File: src/rtl/hidden_cpu_instr_sequencer.sv
// Program buffer and replay engine feeding the HiddenCPU instruction input.
// Words are loaded while idle, then replayed one per clock with support for
// hold, abort and optional wrap-around looping.
module hidden_cpu_instr_sequencer #(
    parameter int DEPTH = 16,
    parameter int IW    = 6,
    localparam int PW   = (DEPTH > 1) ? $clog2(DEPTH) : 1
) (
    input  logic          clk,
    input  logic          rst,
    input  logic          load_valid,
    input  logic [IW-1:0] load_data,
    output logic          load_ready,
    input  logic          start,
    input  logic          clear,
    input  logic          abort,
    input  logic          hold,
    input  logic          loop_en,
    output logic [IW-1:0] instr_out,
    output logic          instr_valid,
    output logic [PW-1:0] pc,
    output logic [PW:0]   count,
    output logic          done
);

    typedef enum logic {
        S_IDLE = 1'b0,
        S_RUN  = 1'b1
    } state_t;

    localparam logic [PW:0] L_DEPTH = (PW+1)'(DEPTH);

    state_t        r_state;
    logic [IW-1:0] r_mem [DEPTH];
    logic [PW-1:0] r_pc;
    logic [PW:0]   r_count;
    logic [IW-1:0] r_instr;
    logic          r_valid;
    logic          r_done;

    logic          w_load_ready;
    logic          w_load_accept;
    logic          w_last;
    logic [PW-1:0] w_pc_inc;

    // Loading is only possible while idle, not full, and no higher-priority command is present.
    assign w_load_ready  = (r_state == S_IDLE) && (r_count < L_DEPTH) && !start && !clear;
    assign w_load_accept = load_valid && w_load_ready;

    // The entry on instr_out is the final one of the program.
    assign w_last   = ({1'b0, r_pc} == (r_count - (PW+1)'(1)));
    // Only used when not on the last entry, so it can never wrap past DEPTH-1.
    assign w_pc_inc = r_pc + PW'(1);

    // Program storage: written only by accepted load words.
    always_ff @(posedge clk) begin
        if (w_load_accept) begin
            r_mem[r_count[PW-1:0]] <= load_data;
        end
    end

    // Control FSM with registered replay outputs.
    always_ff @(posedge clk) begin
        if (rst) begin
            r_state <= S_IDLE;
            r_pc    <= '0;
            r_count <= '0;
            r_instr <= '0;
            r_valid <= 1'b0;
            r_done  <= 1'b0;
        end else begin
            r_done <= 1'b0;
            case (r_state)
                S_IDLE: begin
                    if (clear) begin
                        r_count <= '0;
                    end else if (start && (r_count != '0)) begin
                        r_state <= S_RUN;
                        r_pc    <= '0;
                        r_instr <= r_mem[0];
                        r_valid <= 1'b1;
                    end else if (w_load_accept) begin
                        r_count <= r_count + (PW+1)'(1);
                    end
                end
                S_RUN: begin
                    if (abort) begin
                        r_state <= S_IDLE;
                        r_pc    <= '0;
                        r_instr <= '0;
                        r_valid <= 1'b0;
                    end else if (hold) begin
                        r_state <= S_RUN;
                    end else if (!w_last) begin
                        r_pc    <= w_pc_inc;
                        r_instr <= r_mem[w_pc_inc];
                    end else if (loop_en) begin
                        r_pc    <= '0;
                        r_instr <= r_mem[0];
                    end else begin
                        r_state <= S_IDLE;
                        r_pc    <= '0;
                        r_instr <= '0;
                        r_valid <= 1'b0;
                        r_done  <= 1'b1;
                    end
                end
                default: begin
                    r_state <= S_IDLE;
                end
            endcase
        end
    end

    assign load_ready  = w_load_ready;
    assign instr_out   = r_instr;
    assign instr_valid = r_valid;
    assign pc          = r_pc;
    assign count       = r_count;
    assign done        = r_done;

endmodule

File: config.mk
export PLATFORM = sky130hd
export DESIGN_NAME = hidden_cpu_instr_sequencer
export DESIGN_NICKNAME = d
export VERILOG_FILES = /design/src/rtl/hidden_cpu_instr_sequencer.sv
export SDC_FILE = /design/constraint.sdc
export NUM_CORES = 1
export LEC_CHECK = 0
export BUFFER_PORTS_ARGS = -buffer_cell sky130_fd_sc_hd__clkbuf_2
export CAP_MARGIN = 20
export CORE_MARGIN = 2
export CORE_UTILIZATION = 35
export CTS_CLUSTER_DIAMETER = 120
export DETAILED_ROUTE_END_ITERATION = 8
export REMOVE_ABC_BUFFERS = 1
export SYNTH_ARGS = -nofsm -noshare
export SYNTH_HDL_FRONTEND = slang
export SYNTH_SLANG_ARGS = --single-unit
File: constraint.sdc
create_clock -name clk -period 6.16 [get_ports clk]
set_input_delay 0.308 -clock clk [delete_from_list [all_inputs] [get_ports clk]]
set_output_delay 0.308 -clock clk [all_outputs]
set_load 0.03 [all_outputs]
==> metrics, run 1 <==
Pins Over Slew Limit=0; status=completed; post-route antenna net violation count=0; RSZ-0062 raised after global routing=false; die outline area=0.01570 mm^2; Die Y-Extent=125.3 um; cell leakage power=2.010 nW; maximum number of pins on one net before global-route repair=31; Maximum Capacitance Violations=0; depth of the most critical reg-to-reg path=7; setup slack on the worst flop-to-flop path=between 3000 and 4000 ps; Setup-failing EPs final=0; Total GRT Usage=13.96%; initial drt markers=between 100 and 150; port bufs=31; internal power=1.562 mW; flop and latch count out of synthesis=114; cts hold-fix bufs=0; slew at the pin closest to its max-slew limit=1077 ps; global-route wire length before repair=approximately 16 mm; sort of element at the end of the critical path=flop; Max Clock Freq=around 340 MHz; worst min-delay path class=in -> reg; worst clock skew=about 8 ps; kind of start point of the critical path=flop; Avg Cell Area, Syn=17.29 um^2; total inserted antenna cells=0; total net switching power=roughly 360 uW; layout cell share with drive strength beyond 1=~28%; end-of-flow core utilization=between 40% and 50%; most common library cells after synthesis=96 x sky130_fd_sc_hd__edfxtp_1, 20 x sky130_fd_sc_hd__nand2_1, 20 x sky130_fd_sc_hd__nor2_1; portion of total power attributed to sequential cells=between 40% and 50%; Core Rows=44; final critical delay including setup and external delays=a little under 3000 ps; via density per instance=5.263; ratio of total power to cell area=roughly 320 mW/mm^2; asr flop ratio synth=0%; Clk Latency, worst-skew pair=~400 ps; cell type with the largest total area after synthesis=sky130_fd_sc_hd__edfxtp_1; final hold violations=0; number of buffers created by CTS=17; ratio of final minimum period to clock period=48.13%; reg-to-reg startpoint=pc[0]; Crit Path Class=reg -> reg; count of flip-flops with a built-in enable after synthesis=96; Setup Fix Bufs, Post-CTS=0; core region area=about 0.014 mm^2; sinks on the clock net=roughly 110; antenna violations before repair=0; combinational share of power=under 10%; arrival time reported for the critical path endpoint=3240 ps; Reg2Reg Capture Point=instr_out[5]; relative max-transition margin=between 20% and 30%; maximum buffer depth of the clock tree=2; Worst Slack Setup Final=3195 ps; highest fanout seen on the critical path=30; prevailing post-synth register cell=sky130_fd_sc_hd__edfxtp_1; Synthesis Warnings=0; count of unresolved DRC violations after routing=0; vias post-DR=between 2,000 and 3,000; CTS H-tree depth=4; Net Sw Frac=a little under a fifth; clock tree root driver cell=sky130_fd_sc_hd__clkbuf_16; most frequently used cell type in the post-synthesis netlist=sky130_fd_sc_hd__edfxtp_1; cells after synthesis=between 200 and 300; post-placement setup slack=about 2800 ps; grt total ovfl=0; number of search-and-repair iterations in the first detailed-routing pass=4; portion of total power attributed to the clock network=around 54%; required time of the worst setup path=around 6400 ps; via count of the first global-routing pass=2,694; number of distinct standard cells referenced by the synthesized netlist=52; Critical path destination=instr_out[5]; summed instance area of the synthesized netlist=a little over 0.005 mm^2; routed length per placed instance=19.72 um; sequential-to-total area share from yosys stat=between 60% and 70%; number of gates resized after CTS=0; largest cells by area after synthesis=sky130_fd_sc_hd__edfxtp_1 56%, sky130_fd_sc_hd__mux4_1 8.7%, sky130_fd_sc_hd__dfxtp_1 7.0%; initial core utilization=35.58%; fraction of post-synthesis cell area in the top cell type by area=a little under three fifths; routability-driven placement congestion ratio=around 0.72; wire length reported by the detailed router=roughly 10 mm; CTS tree=built; largest vdd supply drop=approximately 0.18 mV; Layout Nets=355; ports placed on the boundary=32; source of the critical timing path=pc[0]; CTS clock-pin slew for the worst setup and hold paths=roughly 50 ps; half-perimeter wire length after detailed placement=roughly 7.0 mm; summed negative setup slack over all endpoints=0 ps; die width=~130 um; Area Overhead vs Synth=16.74%
[power by group through the flow]
stage / Combinational, mW / Clock, mW / Sequential (mW)
after floorplan: 0.0181 / 0 / 0.861
after global placement: 0.0431 / 0 / 0.859
after detailed placement: 0.0444 / 0 / 0.859
after CTS: 0.0446 / 1.05 / 0.843
after global routing: 0.0486 / 1.09 / 0.843
final: 0.0440 / 1.03 / 0.843
[cell type report]
cell class	count	area (um^2)
repair buffers	32	170.2
clock buffers	24	481.7
flip-flops and latches	114	3244
inverters	4	15.01
fillers	1288	8466
clock inverters	8	150.1
multi-input cells	166	1722
well taps	184	230.2
[per-layer routing]
layer,part of all wire [%],track usage (%),vias to the layer above
li1,-,-,1276
met1,47,18.86,1463
met2,48,21.52,54
met3,3.7,3.637,7
met4,1.0,5.817,0
met5,0,0,-
[worst max-delay path, stage by stage (launching register included)]
cell                       delay, ps
sky130_fd_sc_hd__dfxtp_2         940
sky130_fd_sc_hd__ha_1            700
sky130_fd_sc_hd__buf_8           240
sky130_fd_sc_hd__mux4_1          550
sky130_fd_sc_hd__mux2i_1         130
sky130_fd_sc_hd__nand2_1          80
sky130_fd_sc_hd__o211ai_2        110
sky130_fd_sc_hd__a21oi_1          90
[registers in the layout, indices dropped and copies added (netlist names)]
register     count
pc               4
instr_out        6
done             1
r_state          1
instr_valid      1
count            5
r_mem           96
[through the flow]
stage	hold slack [ps]	std cells	total power, mW	cell area (um^2)
6_report	256.1	532	1.919	6013
5_1_grt	260.8	532	1.984	6013
4_1_cts	235.8	531	1.937	5998
3_5_place_dp	501.5	499	0.9031	5366
3_3_place_gp	503.1	499	0.9016	5366
2_1_floorplan	377.1	284	0.8788	4980
[worst min path at each step]
| stage | slack [ps] | depth (start not counted) | startpoint | endpoint |
|---|---|---|---|---|
| 6_report | 260 | 4 | abort | instr_valid |
| 5_1_grt | 260 | 4 | abort | instr_valid |
| 4_1_cts | 240 | 4 | abort | instr_valid |
| 3_5_place_dp | 500 | 2 | instr_valid | instr_valid |
| 3_3_place_gp | 500 | 2 | instr_valid | instr_valid |
| 2_1_floorplan | 380 | 1 | rst | instr_valid |
[cell families (layout without fill, tap and decap cells)]
logic type	count (synthesis)	in the layout	share of synthesized area, %
DFF	114	114	62.96
and+or+nand+nor	68	68	7.044
muxes	43	43	15.86
AOI/OAI and AO/OA	40	40	6.656
buffers and inverters	18	68	3.619
xor gates and xnor gates	9	9	2.405
adders and majority gates	6	6	1.457
[cell usage in the layout (no fill, tap or decap), drive strengths merged, types with 3 or more instances in the layout]
master and instances:
o22ai 3, nor3 9, o211a 3, xor2 5, ha 6, o21ai 4, nand2 20, edfxtp 96
clkinvlp 4, mux4 24, mux2 9, a22oi 3, dfxtp 18, bufinv 4, nor2 20, inv 4
clkbuf 55, o221ai 3, o211ai 4, xnor2 4, mux2i 10, nand3 4, a21oi 9
Power figures use the tool's default switching activity.
==> inputs of run 2 (changes only) <==
==> constraint.sdc (replaced) <==
create_clock -name clk -period 3 [get_ports clk]
set_input_delay 0.15 -clock clk [delete_from_list [all_inputs] [get_ports clk]]
set_output_delay 0.15 -clock clk [all_outputs]
set_load 0.03 [all_outputs]
==> metrics, run 2 (same netlist as run 1, synthesis figures left out) <==
status=completed; clock tree root driver cell=sky130_fd_sc_hd__clkbuf_16; required time of the worst setup path=3280 ps (-3160 ps); post-layout total power=3.990 mW (+110%); Layout Nets=363 (+2.3%); Core Rows=44 (unchanged); sort of element at the end of the critical path=flop; setup slack on the worst flop-to-flop path=600 ps (-2600 ps); routability-driven placement congestion ratio=0.7962 (+11%); kind of start point of the critical path=flop; maximum buffer depth of the clock tree=2 (unchanged); Maximum Capacitance Violations=0 (unchanged); Min-Delay Endpoint=done; post-route antenna net violation count=0 (unchanged); final hold violations=0 (unchanged); via density per instance=5.154 (-2.1%); RSZ-0062 raised after global routing=false; Setup Fix Bufs, Post-CTS=0 (unchanged); CTS H-tree depth=4 (unchanged); count of cells along the worst hold path=2 (-2); Max Clock Freq=415.9 MHz (+23%); largest vdd supply drop=0.4512 mV (+150%); number of gates resized after CTS=0 (unchanged); maximum number of pins on one net before global-route repair=30 (-3.2%); routed length per placed instance=19.65 um (-0.34%); Die Y-Extent=125.3 um (unchanged); sinks on the clock net=114 (unchanged); source of the critical timing path=count[0]; wire length reported by the detailed router=10.61 mm (+1.2%); initial drt markers=250 (+71%); initial core utilization=35.58% (unchanged); count of unresolved DRC violations after routing=0 (unchanged); Crit Path Class=reg -> reg; worst clock skew=7.811 ps (-0.2181 ps); number of buffers created by CTS=17 (unchanged); slew at the pin closest to its max-slew limit=630.7 ps (-446.2 ps); port bufs=31 (unchanged); vias post-DR=2,783 (-0.61%); CTS clock-pin slew for the worst setup and hold paths=60 ps (about the same); Area Overhead vs Synth=17.93%; final critical delay including setup and external delays=2404 ps (-560.7 ps); total inserted antenna cells=0 (unchanged); global-route wire length before repair=16.15 mm (-0.64%); relative max-transition margin=57.80% (+30 points); depth of the most critical reg-to-reg path=7 (unchanged); die outline area=0.01570 mm^2 (unchanged); Setup-failing EPs final=0 (unchanged); core region area=0.01448 mm^2 (unchanged); layout cell share with drive strength beyond 1=30.34% (+2.5 points); most common library cell in the layout ignoring fill and taps=sky130_fd_sc_hd__edfxtp_1; Total GRT Usage=13.81% (-0.14 points); cell leakage power=2.069 nW (+2.9%); Pins Over Slew Limit=0 (unchanged); via count of the first global-routing pass=2,753 (+2.2%); antenna violations before repair=0 (unchanged); worst min-delay path class=in -> reg; worst hold path startpoint=loop_en; commonest cells after routing, fill and taps aside=96 x sky130_fd_sc_hd__edfxtp_1, 31 x sky130_fd_sc_hd__clkbuf_2, 20 x sky130_fd_sc_hd__nand2_1, 20 x sky130_fd_sc_hd__nor2_1; Largest register FFs=96 (unchanged); arrival time reported for the critical path endpoint=2680 ps (-560 ps); ratio of final minimum period to clock period=80.14% (+32 points); ratio of total power to cell area=656.9 mW/mm^2 (+110%); Reg2Reg Capture Point=r_state; reg-to-reg startpoint=count[0]; highest fanout seen on the critical path=17 (-43%); number of search-and-repair iterations in the first detailed-routing pass=4 (unchanged); ports placed on the boundary=32 (unchanged); Clk Latency, worst-skew pair=400 ps (about the same); summed negative setup slack over all endpoints=0 ps (unchanged); half-perimeter wire length after detailed placement=7.150 mm (+2.5%); cts hold-fix bufs=0 (unchanged); CTS tree=built; grt total ovfl=0 (unchanged); die width=125.3 um (unchanged)
## run 2: cell count changes in the layout (fill, tap and decap cells not counted), sizes merged
cell,change
buf,+8
clkbuf,-6
clkinv,+6
clkinvlp,-2
bufinv,+1
inv,+1
## run 2: worst max-delay path by stage
| stage | depth (start not counted) | end |
|---|---|---|
| floorplan | 6 | instr_out[0] |
| global placement | 7 | instr_out[0] |
| detailed placement | 7 | instr_out[1] |
| CTS | 7 | instr_out[1] |
| global route | 7 | r_state |
| finish | 7 | r_state |
## run 2: critical path, stage by stage, from the launching register on
cell,delay [ps]
sky130_fd_sc_hd__dfxtp_1,510
sky130_fd_sc_hd__inv_2,120
sky130_fd_sc_hd__ha_1,270
sky130_fd_sc_hd__o21ba_1,200
sky130_fd_sc_hd__a221oi_2,340
sky130_fd_sc_hd__o2111ai_4,360
sky130_fd_sc_hd__o31ai_1,370
sky130_fd_sc_hd__a21oi_1,110
## run 2: where the power goes
group / leakage (nW) / switching, mW / internal (mW)
logic: 0.750 / 0.0655 / 0.0295
clock network: 0.310 / 0.694 / 1.47
registers: 1.01 / 0.00683 / 1.72
total: 2.07 / 0.767 / 3.22
## run 2: cell type report
type                       instances  area (um^2)
clock buffer                      18        429.2
clock inverter                    14        211.5
fill                            1285         8404
inverter                           4        15.01
multi-input combinational        166         1722
sequential                       114         3244
tap                              184        230.2
timing repair buffer              40        222.7
## run 2: stage by stage
stage                     hold slack (ps)  worst slack [ps]  std cells  util, %  area, um^2
final                               103.6             595.7        540    41.95        6075
after global routing                103.2             425.5        540    41.95        6075
after CTS                           90.84             606.6        540    41.95        6075
after detailed placement            498.7             636.4        508    37.53        5434
after global placement              509.1             679.3        508    37.53        5434
after floorplan                     219.1            -235.2        284        -        4980
## run 2: metal layers
metal	track usage (%)	share of wire, %	vias up
met5	0	0	-
met4	5.686	1.7	0
met3	2.696	4.1	12
met2	21.42	48	76
met1	19.17	46	1406
li1	-	-	1289
==> inputs of run 3 (changes only) <==
==> constraint.sdc (replaced) <==
create_clock -name clk -period 2.1 [get_ports clk]
set_input_delay 0.105 -clock clk [delete_from_list [all_inputs] [get_ports clk]]
set_output_delay 0.105 -clock clk [all_outputs]
set_load 0.03 [all_outputs]
==> metrics, run 3 (same netlist as run 1, synthesis figures left out) <==
status=completed; end-of-flow core utilization=44.08% (+2.1 points); ratio of total power to cell area=864.8 mW/mm^2 (+32%); CTS H-tree depth=4 (unchanged); highest fanout seen on the critical path=8 (-9); reg-to-reg startpoint=pc[0]; Min-Delay Endpoint=r_state; worst clock skew=4.030 ps (-3.781 ps); initial drt markers=202 (-19%); largest vdd supply drop=0.5923 mV (+31%); ratio of final minimum period to clock period=95.04% (+15 points); cell leakage power=2.253 nW (+8.9%); clock tree root driver cell=sky130_fd_sc_hd__clkbuf_16; die width=125.3 um (unchanged); cts hold-fix bufs=0 (unchanged); port bufs=31 (unchanged); number of search-and-repair iterations in the first detailed-routing pass=4 (unchanged); required time of the worst setup path=2390 ps (-890 ps); number of buffers created by CTS=17 (unchanged); final critical delay including setup and external delays=1996 ps (-408.5 ps); met2 GRT Util=22.79% (+1.4 points); Setup-failing EPs final=0 (unchanged); final hold violations=0 (unchanged); final standard cell area without fillers=0.006382 mm^2 (+5.1%); Pins Over Slew Limit=0 (unchanged); source of the critical timing path=pc[0]; ports placed on the boundary=32 (unchanged); routing layer with the top usage in global route=met2; layout cell share with drive strength beyond 1=38.17% (+7.8 points); Die Y-Extent=125.3 um (unchanged); via density per instance=5.080 (-1.4%); Layout Nets=400 (+10%); CTS tree=built; Max Clock Freq=501.1 MHz (+20%); Reg2Reg Capture Point=instr_out[5]; maximum number of pins on one net before global-route repair=21 (-30%); worst hold path startpoint=hold; Maximum Capacitance Violations=0 (unchanged); Core Rows=44 (unchanged); sinks on the clock net=114 (unchanged); Worst Slack Setup Final=104.2 ps (-491.5 ps); via count of the first global-routing pass=3,006 (+9.2%); routed length per placed instance=18.64 um (-5.2%); initial core utilization=35.58% (unchanged); total inserted antenna cells=0 (unchanged); setup slack on the worst flop-to-flop path=100 ps (-490 ps); global-route wire length before repair=17.03 mm (+5.4%); depth of the most critical reg-to-reg path=7 (unchanged); worst min-delay path class=in -> reg; most common library cell in the layout ignoring fill and taps=sky130_fd_sc_hd__edfxtp_1; Crit Path Class=reg -> reg; count of unresolved DRC violations after routing=0 (unchanged); routing usage on met1=19.69% (+0.52 points); CTS clock-pin slew for the worst setup and hold paths=60 ps (about the same); sort of element at the end of the critical path=flop; routability-driven placement congestion ratio=0.8259 (+3.7%); slew at the pin closest to its max-slew limit=383.8 ps (-247.0 ps); core region area=0.01448 mm^2 (unchanged); count of cells along the worst hold path=3 (+1); die outline area=0.01570 mm^2 (unchanged); post-layout total power=5.520 mW (+38%); grt total ovfl=0 (unchanged); half-perimeter wire length after detailed placement=7.652 mm (+7.0%); post-placement setup slack=11.43 ps (-625.0 ps); antenna violations before repair=0 (unchanged); Largest register FFs=96 (unchanged); dpl cell area=0.005717 mm^2 (+5.2%); commonest cells after routing, fill and taps aside=96 x sky130_fd_sc_hd__edfxtp_1, 43 x sky130_fd_sc_hd__buf_4, 31 x sky130_fd_sc_hd__clkbuf_2; maximum buffer depth of the clock tree=2 (unchanged); arrival time reported for the critical path endpoint=2290 ps (-390 ps); relative max-transition margin=74.42% (+17 points); GR Util met3=3.295% (+0.60 points); kind of start point of the critical path=flop; Area Overhead vs Synth=23.90%; Clk Latency, worst-skew pair=400 ps (about the same); wire length reported by the detailed router=10.75 mm (+1.3%); post-route antenna net violation count=0 (unchanged); Total GRT Usage=14.42% (+0.61 points); RSZ-0062 raised after global routing=true; vias post-DR=2,931 (+5.3%)
## run 3: changes by cell type in the layout (fill, tap and decap cells not counted), sizes merged
cell / before / now
buf: 9 / 46
inv: 5 / 8
bufinv: 5 / 3
clkinv: 6 / 4
clkinvlp: 2 / 4
clkbuf: 49 / 48
## run 3: metal layers
| layer | part of all wire [%] | routed length, um | vias up |
|---|---|---|---|
| li1 | - | - | 1370 |
| met1 | 47 | 5039 | 1488 |
| met2 | 49 | 5254 | 66 |
| met3 | 3.6 | 385 | 7 |
| met4 | 0.68 | 73 | 0 |
| met5 | 0 | 0 | - |
## run 3: per-stage QoR
step / std cells / setup TNS (ps) / hold slack (ps)
after floorplan: 284 / -30320 / 174.1
after global placement: 544 / 0 / 445.5
after detailed placement: 544 / 0 / 442.4
after CTS: 577 / 0 / 12.87
after global routing: 577 / -20.68 / 58.73
final: 577 / 0 / 39.07
## run 3: final cells by class
type                            instances  area [um^2]
Tap cell                              184        230.2
Timing Repair Buffer                   77        529.3
Sequential cell                       114         3244
Multi-Input combinational cell        166         1757
Inverter                                4        15.01
Clock inverter                         15        181.4
Clock buffer                           17        425.4
Fill cell                            1260         8097
## run 3: worst max-delay path by stage
stage	to	slack (ps)	depth (start not counted)
CTS	instr_out[3]	2	6
finish	instr_out[5]	100	7
global route	instr_out[5]	-10	7
floorplan	instr_out[0]	-1140	6
detailed placement	instr_out[1]	10	7
global placement	instr_out[5]	50	7
## run 3: what timing repair did
action,CTS,global route
pin swaps,1,1
gates resized for setup,0,9
gates cloned,0,0
buffers inserted,1,0
endpoints found under the setup margin,2,8
## run 3: report_power, final
part	internal [mW]	total [mW]	leakage, nW	switching (mW)
logic	0.0518	0.151	0.960	0.0989
clock network	1.87	2.90	0.284	1.03
registers	2.46	2.47	1.01	0.00786
## run 3: worst max-delay path, cell delays in order (launching register included)
cell                       delay, ps
sky130_fd_sc_hd__dfxtp_2         320
sky130_fd_sc_hd__ha_2            420
sky130_fd_sc_hd__buf_4           210
sky130_fd_sc_hd__mux4_1          550
sky130_fd_sc_hd__mux2i_1         160
sky130_fd_sc_hd__nand2_1          90
sky130_fd_sc_hd__o211ai_2         70
sky130_fd_sc_hd__a21oi_1          70
